===== src/rtl/sevenseg_scan_ctrl.sv =====
// Time-multiplexed scan controller for an 8-digit common-anode seven-segment display.
// Words are double-buffered and swapped only at frame boundaries so a frame never tears.
module sevenseg_scan_ctrl #(
    parameter int DIGITS    = 8,
    parameter int DIV       = 50000,
    parameter int BLANK_CYC = 2
) (
    input  logic        clock,
    input  logic        reset,
    input  logic        enable,
    input  logic [31:0] data_in,
    input  logic        load,
    input  logic        blank_lz,
    input  logic [7:0]  dp_mask,
    output logic [7:0]  an,
    output logic [6:0]  seg,
    output logic        dp,
    output logic        frame_done
);

    localparam int              CNT_W     = (DIV > 2) ? $clog2(DIV) : 1;
    localparam logic [CNT_W-1:0] CNT_LAST  = CNT_W'(DIV - 1);
    localparam logic [CNT_W-1:0] BLANK_LIM = CNT_W'(BLANK_CYC);
    localparam logic [2:0]       IDX_LAST  = 3'(DIGITS - 1);

    logic [CNT_W-1:0] cnt_q, cnt_d;
    logic [2:0]       idx_q, idx_d;
    logic [31:0]      shadow_q, shadow_d;
    logic [31:0]      pending_q, pending_d;
    logic             pend_v_q, pend_v_d;
    logic [7:0]       an_q, an_d;
    logic [6:0]       seg_q, seg_d;
    logic             dp_q, dp_d;
    logic             frame_done_q, frame_done_d;

    logic             slot_end;
    logic             boundary;
    logic [3:0]       nib;
    logic [7:0]       lz_bits;

    function automatic logic [6:0] hex_to_seg(input logic [3:0] n);
        case (n)
            4'h0: hex_to_seg = 7'h40;
            4'h1: hex_to_seg = 7'h79;
            4'h2: hex_to_seg = 7'h24;
            4'h3: hex_to_seg = 7'h30;
            4'h4: hex_to_seg = 7'h19;
            4'h5: hex_to_seg = 7'h12;
            4'h6: hex_to_seg = 7'h02;
            4'h7: hex_to_seg = 7'h78;
            4'h8: hex_to_seg = 7'h00;
            4'h9: hex_to_seg = 7'h10;
            4'hA: hex_to_seg = 7'h08;
            4'hB: hex_to_seg = 7'h03;
            4'hC: hex_to_seg = 7'h46;
            4'hD: hex_to_seg = 7'h21;
            4'hE: hex_to_seg = 7'h04;
            default: hex_to_seg = 7'h0E;
        endcase
    endfunction

    // Bit i set when nibbles i..DIGITS-1 are all zero; digit 0 is never blanked.
    function automatic logic [7:0] lz_mask(input logic [31:0] word);
        logic [7:0] m;
        logic       all_zero;
        m        = '0;
        all_zero = 1'b1;
        for (int i = 7; i >= 0; i--) begin
            if (i < DIGITS) begin
                all_zero = all_zero & (word[i*4 +: 4] == 4'd0);
                m[i]     = all_zero;
            end
        end
        m[0] = 1'b0;
        return m;
    endfunction

    always_comb begin
        slot_end     = (cnt_q == CNT_LAST);
        boundary     = enable && slot_end && (idx_q == IDX_LAST);
        cnt_d        = cnt_q;
        idx_d        = idx_q;
        shadow_d     = shadow_q;
        pending_d    = pending_q;
        pend_v_d     = pend_v_q;

        if (!enable) begin
            cnt_d = '0;
            idx_d = '0;
            // While dark there is no frame to protect, so the latest word goes straight through.
            if (load) begin
                shadow_d  = data_in;
                pending_d = data_in;
                pend_v_d  = 1'b0;
            end else if (pend_v_q) begin
                shadow_d = pending_q;
                pend_v_d = 1'b0;
            end
        end else begin
            if (slot_end) begin
                cnt_d = '0;
                idx_d = (idx_q == IDX_LAST) ? 3'd0 : idx_q + 3'd1;
            end else begin
                cnt_d = cnt_q + CNT_W'(1);
            end

            if (load && boundary) begin
                shadow_d = data_in;
                pend_v_d = 1'b0;
            end else if (load) begin
                pending_d = data_in;
                pend_v_d  = 1'b1;
            end else if (boundary && pend_v_q) begin
                shadow_d = pending_q;
                pend_v_d = 1'b0;
            end
        end
    end

    always_comb begin
        nib          = shadow_q[{idx_q, 2'b00} +: 4];
        lz_bits      = lz_mask(shadow_q);
        an_d         = 8'hFF;
        seg_d        = 7'h7F;
        dp_d         = 1'b1;
        frame_done_d = boundary;

        // Guard cycles keep all anodes off while the segment lines settle to the next digit.
        if (enable && (cnt_q >= BLANK_LIM)) begin
            an_d  = ~(8'd1 << idx_q);
            seg_d = (blank_lz && lz_bits[idx_q]) ? 7'h7F : hex_to_seg(nib);
            dp_d  = ~dp_mask[idx_q];
        end
    end

    always_ff @(posedge clock) begin
        if (reset) begin
            cnt_q        <= '0;
            idx_q        <= '0;
            shadow_q     <= '0;
            pending_q    <= '0;
            pend_v_q     <= 1'b0;
            an_q         <= 8'hFF;
            seg_q        <= 7'h7F;
            dp_q         <= 1'b1;
            frame_done_q <= 1'b0;
        end else begin
            cnt_q        <= cnt_d;
            idx_q        <= idx_d;
            shadow_q     <= shadow_d;
            pending_q    <= pending_d;
            pend_v_q     <= pend_v_d;
            an_q         <= an_d;
            seg_q        <= seg_d;
            dp_q         <= dp_d;
            frame_done_q <= frame_done_d;
        end
    end

    assign an         = an_q;
    assign seg        = seg_q;
    assign dp         = dp_q;
    assign frame_done = frame_done_q;

endmodule


===== config.mk =====
export PLATFORM = sky130hd
export DESIGN_NAME = sevenseg_scan_ctrl
export DESIGN_NICKNAME = d
export VERILOG_FILES = /design/src/rtl/sevenseg_scan_ctrl.sv
export SDC_FILE = /design/constraint.sdc
export NUM_CORES = 1
export LEC_CHECK = 0
export BUFFER_PORTS_ARGS = -buffer_cell sky130_fd_sc_hd__clkbuf_2
export CELL_PAD_IN_SITES_DETAIL_PLACEMENT = 2
export CELL_PAD_IN_SITES_GLOBAL_PLACEMENT = 2
export CORE_UTILIZATION = 35
export DETAILED_ROUTE_END_ITERATION = 8
export HOLD_SLACK_MARGIN = 0.06
export PLACE_DENSITY_LB_ADDON = 0.1
export SKIP_LAST_GASP = 1
export SYNTH_ARGS = -nofsm -noshare
export SYNTH_HDL_FRONTEND = slang
export SYNTH_SLANG_ARGS = --single-unit

===== constraint.sdc =====
create_clock -name clock -period 3 [get_ports clock]
set_input_delay 0.45 -clock clock [delete_from_list [all_inputs] [get_ports clock]]
set_output_delay 0.45 -clock clock [all_outputs]
set_load 0.02 [all_outputs]

After elaboration in Yosys (flattened, before gate mapping)
Memories as Yosys holds them, arrays and structs flattened. A register that Yosys moved wholly into a read port is not among the register bits. Cells that the tools add are included.

Register bits: 94. Memory bits (read-only): 112. Input port bits: 45. Output and inout bits: 17. Logic and storage cells: 67. Memories: 1.

$add $sub $neg: 2. $lt $le $gt $ge: 2. Equality and inequality tests: 5. Shift-type cells: 2. Multiplexer cells: 16. Bitwise operators: 10. Reductions and logical operators: 21.

Memory list: (name not given) (words 16, width 7, read ports 1, clocked after memory_dff 1, write ports 0, line 42) `case (n)`.

Operators by type and width (number): $mux W32 (9); $shiftx A32 B6 Y4 (1); $logic_not A4 Y1 (7); $add A16 B1 Y16 const B (1); $eq A16 B16 Y1 const B (1); $ge A16 B2 Y1 const B (1); $reduce_or A3 Y1 (3); $not A8 Y8 (1); $shl A1 B3 Y8 const A (1); $and A1 B1 Y1 (6); $bmux W1 S3 (2); $logic_and A1 B1 Y1 (6); $lt A3 B4 Y1 const B (1); $mux W1 (4); $reduce_or A2 Y1 (2); $add A3 B1 Y3 const B (1); $eq A3 B3 Y1 const B (1); $mux W3 (1); $ne A3 B1 Y1 const B (1); $ne A3 B2 Y1 const B (1); $not A1 Y1 (3); $reduce_and A3 Y1 (1); $reduce_bool A3 Y1 (1); $ne A2 B2 Y1 const B (1); $reduce_bool A2 Y1 (1).

Longest topological paths before layout
Word-level depth: 11. Depth in mapped cells: 11.

Worst setup path before layout
No wires, ideal clock.

Kind: flip-flop to flip-flop. Start: reg idx_q[0]. End: reg seg_q[3] (netlist: seg[3]). Library setup time: 0.074 ns. Data arrival time: 2.393 ns. Path slack: 0.533 ns. Stages on the path, launching flop included: 9. Period minus slack after synthesis: 2.467 ns. Cell sequence: dfxtp_1 -> clkbuf_1 -> buf_2 -> mux4_2 -> mux2_2 -> inv_1 -> ha_1 -> o211a_1 -> o21ai_0.

Longest elaborated chain between the ends: 4.

Ends and longest elaborated chain: start: declaration (line 27) `logic [2:0] idx_q, idx_d;`; start signal: assignment (line 149) `idx_q <= idx_d;`; $bmux W1 S3 (line 131) `seg_d = (blank_lz && lz_bits[idx_q]) ? 7'h7F : hex_to_seg(nib);`; $mux W1 (implied by the code) (line 131); $logic_and A1 B1 Y1 (line 131); $reduce_or A3 Y1 (no line); end: declaration (line 32) `logic [6:0] seg_q, seg_d;`.

Several ways; a longest one is shown, not always the timed one. The select of a mux whose other input is x is not followed. A chain may end at the register's enable or synchronous reset.

Worst setup path in the final report
Start: reg idx_q[0]. End: reg shadow_q[0].

Longest elaborated chain between the ends: 5.

Ends and longest elaborated chain: $eq A3 B3 Y1 (*) (line 80) `boundary = enable && slot_end && (idx_q == IDX_LAST);`; $logic_and A1 B1 Y1 (*) (line 80); $logic_and A1 B1 Y1, on equally long branches (line 107, 113); $ne A3 B1 Y1 (no line) (tied with other cells); $reduce_and A3 Y1 (no line) or $mux W32 (tied branches); end signal: assignment (line 150) `shadow_q <= shadow_d;`; end: declaration (line 28) `logic [31:0] shadow_q, shadow_d;`.

Mark *: on every way between the ends. The rest lies on a longest branch, timed or not.

==> metrics.md <==
| Metric | Value |
|---|---|
| Status | finished, final reports clean |
| Max-Cap Viols | 0 |
| Hold Crit Class | input port to flop |
| Yosys cell types | 47 |
| Primary FF master, synth | dfxtp_1 |
| Crit path buffers/inverters | 2 |
| Most frequent CP cell | ha_1 |
| CP delay by family, top | compound AO/OA/AOI/OAI gates |
| Worst-path fanout max | 25 |
| Post-CTS Setup Inserts | 0 |
| Clock buffer depth | 2 |
| Core footprint | approximately 13,000 µm² |
| CTS HTree Levels | 3 |
| Worst-Skew Late Latency | ~0.35 ns |
| Post-Layout Cell Count | between 700 and 800 |
| Cts bufs inserted | 9 |
| Hold path depth | 3 |
| Flop pwr share | 0.503 |
| Grt ovf | 0 |
| FMAX | approximately 380 MHz |
| Final setup fails | 0 |
| Seq/Total Area, Yosys | 0.421 |
| Die area | around 14,000 µm² |
| Reg clk slew, reported paths | ~0.07 ns |
| Clk sinks | roughly 100 |
| Drt first pass iters | 4 |
| Detailed-route via count | roughly 3,800 |
| Switching share of power | 0.266 |
| Share of the synthesized area in the top cell type | 0.421 |
| Cell Rows | 42 |
| Net Count, Synth | roughly 540 |
| Total power | around 2.9 mW |
| Total Wirelength | ~13 mm |
| YS warnings | 0 |
| ANT cells | 0 |
| Vias in the first global route | 4,101 |
| First-pass GRT wire length | 21.1 mm |
| R2r worst-path depth | 7 |
| Worst Path Arrival | 2.91 ns |
| Remaining antenna violation count | 0 |
| Post-synth EDFFs | 0 |
| Required time of the critical path | 3.25 ns |
| Pin count of the biggest net entering global routing | 65 |
| Placer Congestion | about 0.75 |
| Flop2flop setup slack | between 0.3 and 0.4 ns |
| Fillers | between 1,000 and 1,500 |
| Post-cts sizing count | 0 |
| Element type at the critical path end | flop |
| M2 GR Usage | 0.326 |
| #FFs+latches synth | about 100 |
| Hold buffers post-CTS | 0 |
| Total track usage | 0.189 |
| Cell depth of the worst setup path | 7 |
| Final hold viol count | 0 |
| Clock power frac | 0.378 |
| Actual transition at the worst max-transition pin | ~0.84 ns |
| Internal Power | around 2.1 mW |
| Mapped Avg Cell Area | 9.93 µm² |
| Relative max-transition margin | 0.436 |
| Initial DRC count | 150 |
| Dpl hpwl | ~8.9 mm |
| M1 GR Usage | 0.236 |
| Synth area leaders | dfxtp_1 (42%), a221oi_2 (9.1%), mux2i_1 (7.5%) |
| Most frequent cells in the layout | dfxtp_1 (101), clkbuf_2 (61), nor2_1 (56) |
| Routed len/inst | ~18 µm |
| Die X | approximately 120 µm |
| Fin crit share | 0.885 |
| TritonCTS clock tree | done |
| Pwr/cell area | 524 nW/µm² |
| RR Endpoint | shadow_q[0]$_SDFFE_PP0P_ |
| Peak VDD IR | between 0.2 and 0.25 mV |
| Port bufs | 61 |
| Minimum clock period | ~2.7 ns |
| Largest stage delay, worst path | 0.75 ns |
| Most common cell after layout, fill and taps aside | dfxtp_1 |
| Share of cells above drive strength 1 | 0.248 |
| Final core utilization | 0.414 |
| RSZ-0062 raised after global routing | false |
| Clk_skew | 0.00500 ns |
| IO Count | between 60 and 70 |
| Worst r2r src | idx_q[0]$_SDFFE_PP0N_ |
| Final Max Slew Viols | 0 |
| CP Class | flop to flop |
| Area grow syn2layout | 14.6% |
| Nets | 591 |
| Pleak | ~2.1 nW |
| Fin Hold WS | 0.343 ns |
| Comb power frac | 0.119 |
| Grt met3 use | 0.0287 |
| Hold Crit Start | data_in[8] |
| Hold Crit Endpoint | pending_q[8]$_SDFFE_PP0P_ |
| Root buf cell | clkbuf_16 |
| Critical Path, Cell by Cell | ha_1 -> ha_1 -> inv_1 -> o31ai_4 -> o21ai_4 -> buf_4 -> a221oi_1 |
| Fraction of registers with async set/reset | 0 |
| Leading area contributor after synthesis | dfxtp_1 |
| Via/cell ratio | roughly 5.3 |
| Die Y | approximately 120 µm |
| Post-synthesis cell count | about 480 |
| Setup TNS Final | 0 ns |
| P_sw | 767 µW |
| GRT Max-Usage Layer | met2 |
| DRC viols | 0 |
| Netlist Area Pre-Place | around 4800 µm² |
| Worst path slowest cell | dfxtp_1 |
| Starting density of the core | 0.361 |
| Initial antenna violation count | 0 |
| CP Launch Type | flop |
| Placed insts | between 600 and 700 |
-- final cells by class --
type,instances,area (µm²),share of cell area
sequential,101,2020,0.368
timing repair buffer,71,380,0.0692
multi-input combinational,304,2440,0.444
clock inverter,6,38.8,0.00706
inverter,45,169,0.0307
clock buffer,10,229,0.0416
tap,176,220,0.0401
-- cells by family after synthesis --
| family | synth area share |
|---|---|
| simple gates | 0.138 |
| flops | 0.421 |
| compound gates | 0.180 |
| buf+inv | 0.0720 |
| mux | 0.124 |
| fa+ha+maj | 0.0386 |
| xor+xnor | 0.0256 |
-- worst max-delay path by stage --
| stage | from | to |
|---|---|---|
| after floorplan | idx_q[0]$_SDFFE_PP0N_ | seg[3]$_SDFF_PP1_ |
| after detailed placement | idx_q[0]$_SDFFE_PP0N_ | shadow_q[0]$_SDFFE_PP0P_ |
| after CTS | idx_q[0]$_SDFFE_PP0N_ | shadow_q[0]$_SDFFE_PP0P_ |
| after global placement | idx_q[0]$_SDFFE_PP0N_ | pending_q[10]$_SDFFE_PP0P_ |
| after global routing | idx_q[0]$_SDFFE_PP0N_ | seg[5]$_SDFF_PP1_ |
| final | idx_q[0]$_SDFFE_PP0N_ | shadow_q[0]$_SDFFE_PP0P_ |
-- tightest hold or removal path: stages --
cell and delay, ns:
clkbuf_2 0.08, mux2i_1 0.06, nor2_1 0.07
-- power groups by stage --
stage	clock network [mW]	registers [mW]	logic, mW
2_1_floorplan	0	1.46	0.250
3_3_place_gp	0	1.48	0.331
3_5_place_dp	0	1.48	0.345
4_1_cts	1.13	1.45	0.348
5_1_grt	1.18	1.46	0.379
6_report	1.09	1.45	0.342
-- flip-flops by register name, summed over array words and instances (netlist names) --
name        flops
idx_q           3
cnt_q          16
an              8
pend_v_q        1
seg             7
shadow_q       32
pending_q      32
frame_done      1
dp              1
-- through the flow --
stage	area (µm²)	setup slack [ns]
global placement	5230	0.472
finish	5500	0.344
CTS	5500	0.302
detailed placement	5230	0.334
global route	5500	0.101
floorplan	4800	0.533
-- layer usage --
| layer | up-vias | routed length, µm |
|---|---|---|
| li1 | 1821 | - |
| met3 | 15 | 303 |
| met1 | 1872 | 5810 |
| met5 | - | 0 |
| met4 | 0 | 193 |
| met2 | 49 | 6250 |
-- cells in the mapped netlist (10+ instances only) --
master,count
o22ai_1,21
mux2i_1,36
o21ai_0,14
ha_1,14
nand3_1,13
nor4_1,10
nor2_1,56
nand2_1,26
mux4_2,10
dfxtp_1,101
clkbuf_1,20
a221oi_2,29
inv_1,43
nand3b_1,12
(Power assumes the default switching activity.)
